===== config.mk =====
export PLATFORM = sky130hd
export DESIGN_NAME = sad_row_engine
export DESIGN_NICKNAME = d
export VERILOG_FILES = /design/src/rtl/me_pkg.sv /design/src/rtl/sad_row_calc.sv /design/src/rtl/sad_row_engine.sv
export SDC_FILE = /design/constraint.sdc
export NUM_CORES = 2
export LEC_CHECK = 0
export CAP_MARGIN = 25
export CORE_AREA = 2 2 318 320
export DETAILED_ROUTE_END_ITERATION = 10
export DIE_AREA = 0 0 320 322
export GPL_TIMING_DRIVEN = 0
export HOLD_SLACK_MARGIN = 0.15
export PLACE_DENSITY = 0.79
export SLEW_MARGIN = 30
export SYNTH_ARGS = -nofsm -noshare
export SYNTH_HDL_FRONTEND = slang
export SYNTH_SLANG_ARGS = --single-unit
export TNS_END_PERCENT = 10

===== constraint.sdc =====
create_clock -name clk -period 4.9 [get_ports clk]
set_input_delay 0.98 -clock clk [delete_from_list [all_inputs] [get_ports clk]]
set_output_delay 0.98 -clock clk [all_outputs]
set_load 0.05 [all_outputs]

===== src/rtl/me_pkg.sv =====
// Shared motion-estimation constants, FSM state encoding and pixel helper.
package me_pkg;

  localparam int unsigned PIX_W     = 8;                 // pixel width, unsigned
  localparam int unsigned BLK       = 16;                // block width = rows per block
  localparam int unsigned NCAND     = 4;                 // horizontal candidate offsets
  localparam int unsigned REF_W     = BLK + NCAND - 1;   // reference pixels per row (19)
  localparam int unsigned SAD_ROW_W = 12;                // one row SAD, max 16*255 = 4080
  localparam int unsigned SAD_ACC_W = 16;                // block SAD, max 16*4080 = 65280
  localparam int unsigned CAND_W    = 2;                 // candidate index width
  localparam int unsigned CNT_W     = 4;                 // row counter width

  typedef enum logic [2:0] {
    ST_IDLE  = 3'd0,
    ST_ACCUM = 3'd1,
    ST_DRAIN = 3'd2,
    ST_CMP   = 3'd3,
    ST_DONE  = 3'd4
  } state_e;

  // Absolute difference of two unsigned pixels; always fits in PIX_W bits.
  function automatic logic [PIX_W-1:0] abs_diff(input logic [PIX_W-1:0] a,
                                                input logic [PIX_W-1:0] b);
    return (a > b) ? (a - b) : (b - a);
  endfunction

endpackage


===== src/rtl/sad_row_calc.sv =====
// Combinational SAD of one 16-pixel row pair for a single candidate offset.
// Ports:
//   i_ref    16 reference pixels already shifted to the candidate offset
//   i_cur    16 current-block pixels
//   o_sad_c  sum of per-pixel absolute differences (combinational)
module sad_row_calc
  import me_pkg::*;
(
  input  logic [BLK*PIX_W-1:0] i_ref,
  input  logic [BLK*PIX_W-1:0] i_cur,
  output logic [SAD_ROW_W-1:0] o_sad_c
);

  // Adder tree expressed as a loop; synthesis balances it.
  always_comb begin
    o_sad_c = '0;
    for (int j = 0; j < BLK; j++) begin
      o_sad_c = o_sad_c + SAD_ROW_W'(abs_diff(i_ref[j*PIX_W +: PIX_W],
                                              i_cur[j*PIX_W +: PIX_W]));
    end
  end

endmodule


===== src/rtl/sad_row_engine.sv =====
// Motion-estimation SAD stage: accumulates row SADs for 4 horizontal
// candidate offsets over a 16-row block, then reports the minimum.
// Ports:
//   clk, rst_n          clock, asynchronous active-low reset
//   start               begin a block evaluation (honoured in IDLE/DONE)
//   row_valid           ref_row/cur_row carry a valid row
//   ref_row, cur_row    19 reference pixels, 16 current pixels
//   row_ready           engine accepts a row this cycle
//   busy                evaluation in progress
//   done                one-cycle pulse, best_sad/best_idx valid
//   best_sad, best_idx  minimum block SAD and its candidate offset
module sad_row_engine
  import me_pkg::*;
(
  input  logic                   clk,
  input  logic                   rst_n,
  input  logic                   start,
  input  logic                   row_valid,
  input  logic [REF_W*PIX_W-1:0] ref_row,
  input  logic [BLK*PIX_W-1:0]   cur_row,
  output logic                   row_ready,
  output logic                   busy,
  output logic                   done,
  output logic [SAD_ACC_W-1:0]   best_sad,
  output logic [CAND_W-1:0]      best_idx
);

  state_e               r_state;
  logic [CNT_W-1:0]     r_row_cnt;
  logic [SAD_ROW_W-1:0] r_rsad [NCAND];
  logic                 r_s1_valid;
  logic [SAD_ACC_W-1:0] r_acc  [NCAND];
  logic [CAND_W-1:0]    r_cand_idx;
  logic [SAD_ACC_W-1:0] r_run_sad;
  logic [CAND_W-1:0]    r_run_idx;

  logic [SAD_ROW_W-1:0] w_rsad [NCAND];
  logic                 w_accept;
  logic [SAD_ACC_W-1:0] w_cand_sad;
  logic                 w_take;
  logic [SAD_ACC_W-1:0] w_new_sad;
  logic [CAND_W-1:0]    w_new_idx;

  // Candidate c sees reference pixels c..c+15.
  for (genvar c = 0; c < NCAND; c++) begin : g_cand
    sad_row_calc u_calc (
      .i_ref   (ref_row[c*PIX_W +: BLK*PIX_W]),
      .i_cur   (cur_row),
      .o_sad_c (w_rsad[c])
    );
  end

  assign w_accept = row_valid & row_ready;

  // Running minimum; candidate 0 always loads, later ones need strictly smaller.
  assign w_cand_sad = r_acc[r_cand_idx];
  assign w_take     = (r_cand_idx == '0) || (w_cand_sad < r_run_sad);
  assign w_new_sad  = w_take ? w_cand_sad : r_run_sad;
  assign w_new_idx  = w_take ? r_cand_idx : r_run_idx;

  // FSM, pipeline stages and registered outputs.
  always_ff @(posedge clk or negedge rst_n) begin
    if (!rst_n) begin
      r_state    <= ST_IDLE;
      r_row_cnt  <= '0;
      r_s1_valid <= 1'b0;
      r_cand_idx <= '0;
      r_run_sad  <= '0;
      r_run_idx  <= '0;
      for (int c = 0; c < NCAND; c++) begin
        r_rsad[c] <= '0;
        r_acc[c]  <= '0;
      end
      row_ready  <= 1'b0;
      busy       <= 1'b0;
      done       <= 1'b0;
      best_sad   <= '0;
      best_idx   <= '0;
    end else begin
      done       <= 1'b0;
      r_s1_valid <= w_accept;
      if (w_accept) begin
        for (int c = 0; c < NCAND; c++) r_rsad[c] <= w_rsad[c];
      end
      if (r_s1_valid) begin
        for (int c = 0; c < NCAND; c++) r_acc[c] <= r_acc[c] + SAD_ACC_W'(r_rsad[c]);
      end

      case (r_state)
        ST_IDLE, ST_DONE: begin
          if (start) begin
            for (int c = 0; c < NCAND; c++) r_acc[c] <= '0;
            r_row_cnt <= '0;
            r_state   <= ST_ACCUM;
            row_ready <= 1'b1;
            busy      <= 1'b1;
          end
        end
        ST_ACCUM: begin
          if (w_accept) begin
            r_row_cnt <= r_row_cnt + CNT_W'(1);
            if (r_row_cnt == CNT_W'(BLK - 1)) begin
              r_state   <= ST_DRAIN;
              row_ready <= 1'b0;
            end
          end
        end
        ST_DRAIN: begin
          // Last row's stage-2 add lands on this edge.
          r_state    <= ST_CMP;
          r_cand_idx <= '0;
        end
        ST_CMP: begin
          r_run_sad  <= w_new_sad;
          r_run_idx  <= w_new_idx;
          r_cand_idx <= r_cand_idx + CAND_W'(1);
          if (r_cand_idx == CAND_W'(NCAND - 1)) begin
            best_sad <= w_new_sad;
            best_idx <= w_new_idx;
            done     <= 1'b1;
            busy     <= 1'b0;
            r_state  <= ST_DONE;
          end
        end
        default: begin
          r_state   <= ST_IDLE;
          row_ready <= 1'b0;
          busy      <= 1'b0;
        end
      endcase
    end
  end

endmodule


[Yosys cells after proc, flatten, opt, wreduce, memory -nomap -nowiden]
Cells that the tools add are included.
Operators by class
  add/sub/neg operators: 194
  $lt $le $gt $ge: 66
  equality and inequality tests: 10
  muxes and demuxes: 89
  bitwise gates (word level): 4
  reduce and logical (&&, ||, !) cells: 13
Operators with widths (count)
  8-bit subtractor: 128
  12-bit by 8-bit adder with 12-bit output: 56
  8-bit greater-than comparator: 64
  8-bit two-way mux: 64
  64-bit two-way mux: 3
  16-bit by 12-bit adder with 16-bit output: 4
  16-bit two-way mux: 3
  8-bit by 8-bit adder with 9-bit output: 4
  16-bit binary-select mux with 2-bit select: 1
  16-bit < comparator: 1
  3-bit two-way mux: 4
  3-bit one-hot mux with 4 select lines: 1
  4-bit two-way mux: 2
  2-bit inequality test (second input constant): 4
  4-bit one-hot mux with 2 select lines: 1
  4-bit AND reduction: 2
  3-bit by 2-bit equality test with 1-bit output (second input constant): 2
  1-bit two-way mux: 6
  1-bit one-hot mux with 3 select lines: 2
  3-bit AND reduction: 2
  2-bit OR reduction: 3
  4-bit by 1-bit adder with 4-bit output (second input constant): 1
  4-bit equality test (second input constant): 1
  2-bit one-hot mux with 2 select lines: 1
  14 further kinds: 16
Storage, ports and cells
  register bits after elaboration: 161
  input port bits: 284
  output and inout port bits: 21
  word-level logic and storage cells: 395

[Depth between registers and ports, before layout]
  depth after elaboration: 17
  mapped depth: 36
  depth with buffers taken out: 35

[Modules after synthesis]
Synthesis repeated with hierarchy kept, for this count alone.
Unflattened totals
  cell total of the unflattened synthesis: 7482
  area, all modules: 62794.0 sq um
By module, submodules not included
  sad_row_calc at g_cand[3].u_calc: instances 1, cells an instance 1707, area an instance 13770.7 sq um, sequential area each 0.0 sq um
  sad_row_calc at g_cand[1].u_calc: instances 1, cells an instance 1665, area an instance 13352.8 sq um, sequential area each 0.0 sq um
  sad_row_calc at g_cand[0].u_calc: instances 1, cells an instance 1659, area an instance 13290.2 sq um, sequential area each 0.0 sq um
  sad_row_calc at g_cand[2].u_calc: instances 1, cells an instance 1600, area an instance 13130.1 sq um, sequential area each 0.0 sq um
  sad_row_engine: instances 1, cells an instance 851, area an instance 9250.1 sq um, sequential area each 4028.9 sq um

[Least setup slack after synthesis]
Ideal clock, no wire load.
  path kind: input -> register
  start point: in ref_row[8]
  end point: reg r_rsad[34] (netlist name)
  library setup time: 0.134 ns
  data arrival time: 8.336 ns
  required time: 4.766 ns
  setup slack: -3.570 ns
  stages: 34
  path buffers: 0
  cells stage by stage: inv_1 -> ha_1 -> inv_1 -> fa_1 -> a21o_1 -> a21oi_1 -> o211ai_1 -> o211ai_2 -> mux2_2 -> o21ai_0 -> xor2_1 -> ha_1 -> inv_1 -> nor2_1 -> nor2_1 -> o21bai_1 -> a21oi_1 -> xor2_1 -> fa_1 -> fa_1 -> fa_1 -> fa_1 -> inv_1 -> fa_1 -> inv_1 -> fa_1 -> inv_1 -> ha_1 -> a21boi_0 -> o21ai_0 -> a21boi_0 -> o21ai_0 -> nand4b_1 -> o211ai_1
On the way
  cells in the longest elaborated chain, start to end: 17
  elaborated cells on any way between the ends: 19
  those cells by class: add/sub: 17; order compare: 1; mux: 1
Ends and longest elaborated chain
  start, declared: line sad_row_engine.sv:19  | input logic [REF_W*PIX_W-1:0] ref_row,
  8-bit subtractor or 8-bit greater-than comparator (tied branches): line me_pkg.sv:24  | return (a > b) ? (a - b) : (b - a);
  8-bit two-way mux (*): line me_pkg.sv:24
  8-bit by 8-bit adder with 9-bit output (*): line sad_row_calc.sv:18  | o_sad_c = o_sad_c + SAD_ROW_W'(abs_diff(i_ref[j*PIX_W +: PIX_W],
  12-bit by 8-bit adder with 12-bit output (*) (14 in series): line sad_row_calc.sv:18
  end signal, assigned by index: line sad_row_engine.sv:71  | r_rsad[c] <= '0;
  end, declared: line sad_row_engine.sv:30  | logic [SAD_ROW_W-1:0] r_rsad [NCAND];
Mark *: on every way between the ends. The rest lies on a longest branch, timed or not.
A chain may end at the register's enable or synchronous reset.

[Worst setup path in the final report]
  start point: in cur_row[4]
  end point: reg r_rsad[45] (netlist name)
On the way
  cells in the longest elaborated chain, start to end: 17
  elaborated cells on any way between the ends: 19
  those cells by class: add/sub: 17; order compare: 1; mux: 1
Ends and longest elaborated chain
  start, declared: line sad_row_engine.sv:20  | input logic [BLK*PIX_W-1:0] cur_row,
  8-bit subtractor or 8-bit greater-than comparator (tied branches): line me_pkg.sv:24
  8-bit two-way mux (*): line me_pkg.sv:24
  8-bit by 8-bit adder with 9-bit output (*): line sad_row_calc.sv:18
  12-bit by 8-bit adder with 12-bit output (*) (14 in series): line sad_row_calc.sv:18
Marked as above.

==> results.sh <==
export IMPL_cts_sinks=161
export IMPL_wl_per_cell_um=29.2
export IMPL_setup_violations_final=44
export IMPL_postSynthAreaPerCell_sq_um=8.86
export IMPL_synth_top_family_by_area="adder cells"
export IMPL_clk_latency_ns=0.44
export IMPL_max_cap_violations=0
export IMPL_first_pass_iters=6
export IMPL_routed_wl_um=251000
export IMPL_io_pins=305
export IMPL_rows=116
export IMPL_stdcell_count=8588
export IMPL_drtAntennaViolNets=0
export IMPL_hold_buffers=0
export IMPL_synthArstFlopShare=1.00
export IMPL_yosys_top_cells_count="ha_1 (1,138), inv_1 (984), fa_1 (540), a21oi_1 (525), mux2i_1 (337)"
export IMPL_tightest_slew_ns=0.900
export IMPL_drt_initial_drc_count=6933
export IMPL_fill_cells=7695
export IMPL_finalCritPeriodShare=1.84
export IMPL_syn_inst=6691
export IMPL_grt_pass1_wl_um=353000
export IMPL_muxShareOfSynthArea=0.0997
export IMPL_coreArea_sq_um=99600
export IMPL_path_clk_slew_ns=0.08
export IMPL_crit_path_end_kind="register"
export IMPL_via_per_inst=6.59
export IMPL_worst_slack_ns=-4.10
export IMPL_cpMostUsedCell="fa_1"
export IMPL_rr_endpoint="r_run_idx[1]"
export IMPL_cts_buffer_depth=2
export IMPL_drv_slew=0
export IMPL_regToRegStartpoint="r_cand_idx[1]"
export IMPL_ys_seq_elements=161
export IMPL_synth_top_cell_by_area="ha_1"
export IMPL_drc=0
export IMPL_portBuffers=304
export IMPL_synthSimpleGateAreaFrac=0.0963
export IMPL_hold_path_class="register to register"
export IMPL_die_h_um=322
export IMPL_syn_to_final_growth_pct=18.8
export IMPL_nNetsFinal=9239
export IMPL_dp_hpwl_um=201000
export IMPL_synth_area_leaders="ha_1 (24%), fa_1 (18%), dfrtp_1 (6.8%), inv_1 (6.2%), mux2i_1 (5.7%)"
export IMPL_dp_cells=8294
export IMPL_cts_tree="built"
export IMPL_htree_levels=4
export IMPL_outcome="finished with violations"
export IMPL_syn_nets=8653
export IMPL_endpoint="r_rsad[45]"
export IMPL_yosysMostFrequentCell="ha_1"
export IMPL_synth_compound_area_share=0.171
export IMPL_synth_top_flop_cell="dfrtp_1"
export IMPL_die_w_um=320
export IMPL_ys_warn_count=0
export IMPL_dieArea_sq_um=103000
export IMPL_synth_distinct_cells=86
export IMPL_yosysTopAreaCellShare=0.240
export IMPL_synthXorXnorAreaFrac=0.0697
export IMPL_fmax_mhz=111
export IMPL_reg2reg_slack_ns=0.34
export IMPL_place_congestion=1.10
export IMPL_finalCriticalPeriod_ns=9.00
export IMPL_root_buffer="clkbuf_16"
export IMPL_cp_required_ns=5.20
export IMPL_r2r_cells=12
export IMPL_grtUsageTotal=0.464
export IMPL_critical_path_class="input pin to register"
export IMPL_drive_gt1_frac=0.192
export IMPL_grt_max_degree=84
export IMPL_max_stage_delay_ns=0.61
export IMPL_synth_enable_flop_cells=0
export IMPL_synthAdderAreaFrac=0.422
export IMPL_startpoint="cur_row[4]"
export IMPL_netlist_area_sq_um=59300
export IMPL_violations="setup timing"
export IMPL_rsz0062_at_grt="yes"
export IMPL_slew_headroom=0.398
export IMPL_grt_pass1_vias=54200
export IMPL_crit_path_max_fanout=5
export IMPL_cp_start_kind="input pin"
export IMPL_cts_made_buffers=17
export IMPL_crit_slowest_cell="a2111oi_4"
export IMPL_min_delay_start="busy"
export IMPL_final_setup_tns_ns=-137.21
export IMPL_hold_viol_final=0
export IMPL_antenna_found_initial=2
export IMPL_diodes=0
export IMPL_arrival_ns=9.29
export IMPL_ys_seq_area_frac=0.0679
export IMPL_initial_core_util=0.596
export IMPL_vias=56600
export IMPL_utilization=0.707
export IMPL_overflow=0
export IMPL_skew_ns=0.0195
## critical path: cells and delay by family
family	cells	cell delay, ns
muxes	1	0.31
xor gates and xnor gates	2	0.57
adders and majority gates	9	3.93
buffers and inverters	10	1.14
and+or+nand+nor	2	0.23
AOI/OAI and AO/OA	10	2.11
## flip-flops by register name (all words and copies together) (netlist names)
| signal | flops |
|---|---|
| r_rsad | 48 |
| r_run_sad | 16 |
| best_sad | 16 |
| r_cand_idx | 2 |
| busy | 1 |
| r_row_cnt | 4 |
| row_ready | 1 |
| r_s1_valid | 1 |
| r_state | 3 |
| r_acc | 64 |
| done | 1 |
| r_run_idx | 2 |
| best_idx | 2 |
## logic make-up (layout without fill, tap and decap cells)
kind of cell / count (synthesis) / after routing
simple gates: 1160 / 1160
mux: 542 / 542
flops: 161 / 161
fa+ha+maj: 1678 / 1678
compound gates: 1565 / 1565
xor+xnor: 472 / 472
buf+inv: 1113 / 1712
## how the worst min path moves through the flow
stage                       endpoint  cells past startpoint
after floorplan           r_rsad[18]                      2
after global placement     r_rsad[3]                      2
after detailed placement  r_rsad[16]                      2
after CTS                 r_rsad[16]                      2
after global routing      r_rsad[16]                      2
final                           busy                      2
## metrics by stage
step                setup slack, ns  hold slack (ns)  instance area [sq um]
finish                        -4.10            0.518                  70400
global route                  -4.21            0.558                  70400
CTS                           -3.44            0.525                  69300
detailed placement            -5.84            0.506                  64400
global placement              -5.79            0.481                  64300
floorplan                     -2.91            0.455                  59700
## metal layers
metal | GRT usage | vias to the layer above | share of wire
li1 | - | 24400 | -
met1 | 0.622 | 27400 | 0.39
met2 | 0.702 | 3872 | 0.42
met3 | 0.105 | 947 | 0.13
met4 | 0.235 | 4 | 0.071
met5 | 0 | - | 0.00010
## final cells by class
type                    count  area (sq um)  area share
flip-flops and latches    161          4030      0.0572
inverters                 985          4020      0.0570
well taps                1298          1620      0.0231
repair buffers            579          4990      0.0709
clock inverters            15           211     0.00300
clock buffers              17           425     0.00604
plain buffers             116           632     0.00897
multi-input cells        5417         54500       0.774
## layout by cell type (no fill, tap or decap), types with 33 or more instances in the layout
cell / n
nor2b_1: 86
a31oi_1: 41
mux2_2: 164
a211oi_1: 84
clkdlybuf4s50_1: 56
o21ai_1: 36
nand4_1: 107
nand3_1: 98
nand2_1: 262
o211ai_1: 61
o21ai_0: 200
xnor2_2: 50
mux2i_1: 319
dfrtp_1: 161
nand2b_1: 55
a21oi_2: 38
o21a_1: 35
fa_1: 496
a21o_1: 210
inv_1: 809
xor2_2: 33
o21bai_1: 48
ha_1: 1019
nor3_1: 76
inv_2: 90
buf_2: 58
buf_4: 301
fa_2: 44
nor2_1: 288
xnor2_1: 217
clkinvlp_4: 69
a21oi_1: 481
dlygate4sd2_1: 68
xor2_1: 143
and2_1: 36
ha_4: 87
clkbuf_1: 48
clkdlybuf4s15_2: 60
## what timing repair did
| item | 4_1_cts | 5_1_grt |
|---|---|---|
| pin swaps | 175 | 137 |
| setup buffers | 225 | 49 |
| resized for setup | 1351 | 221 |
| endpoints found under the setup margin | 44 | 44 |
Power is not shown: default switching activity piles up to over one toggle a cycle in this logic, so the estimate is an artifact.
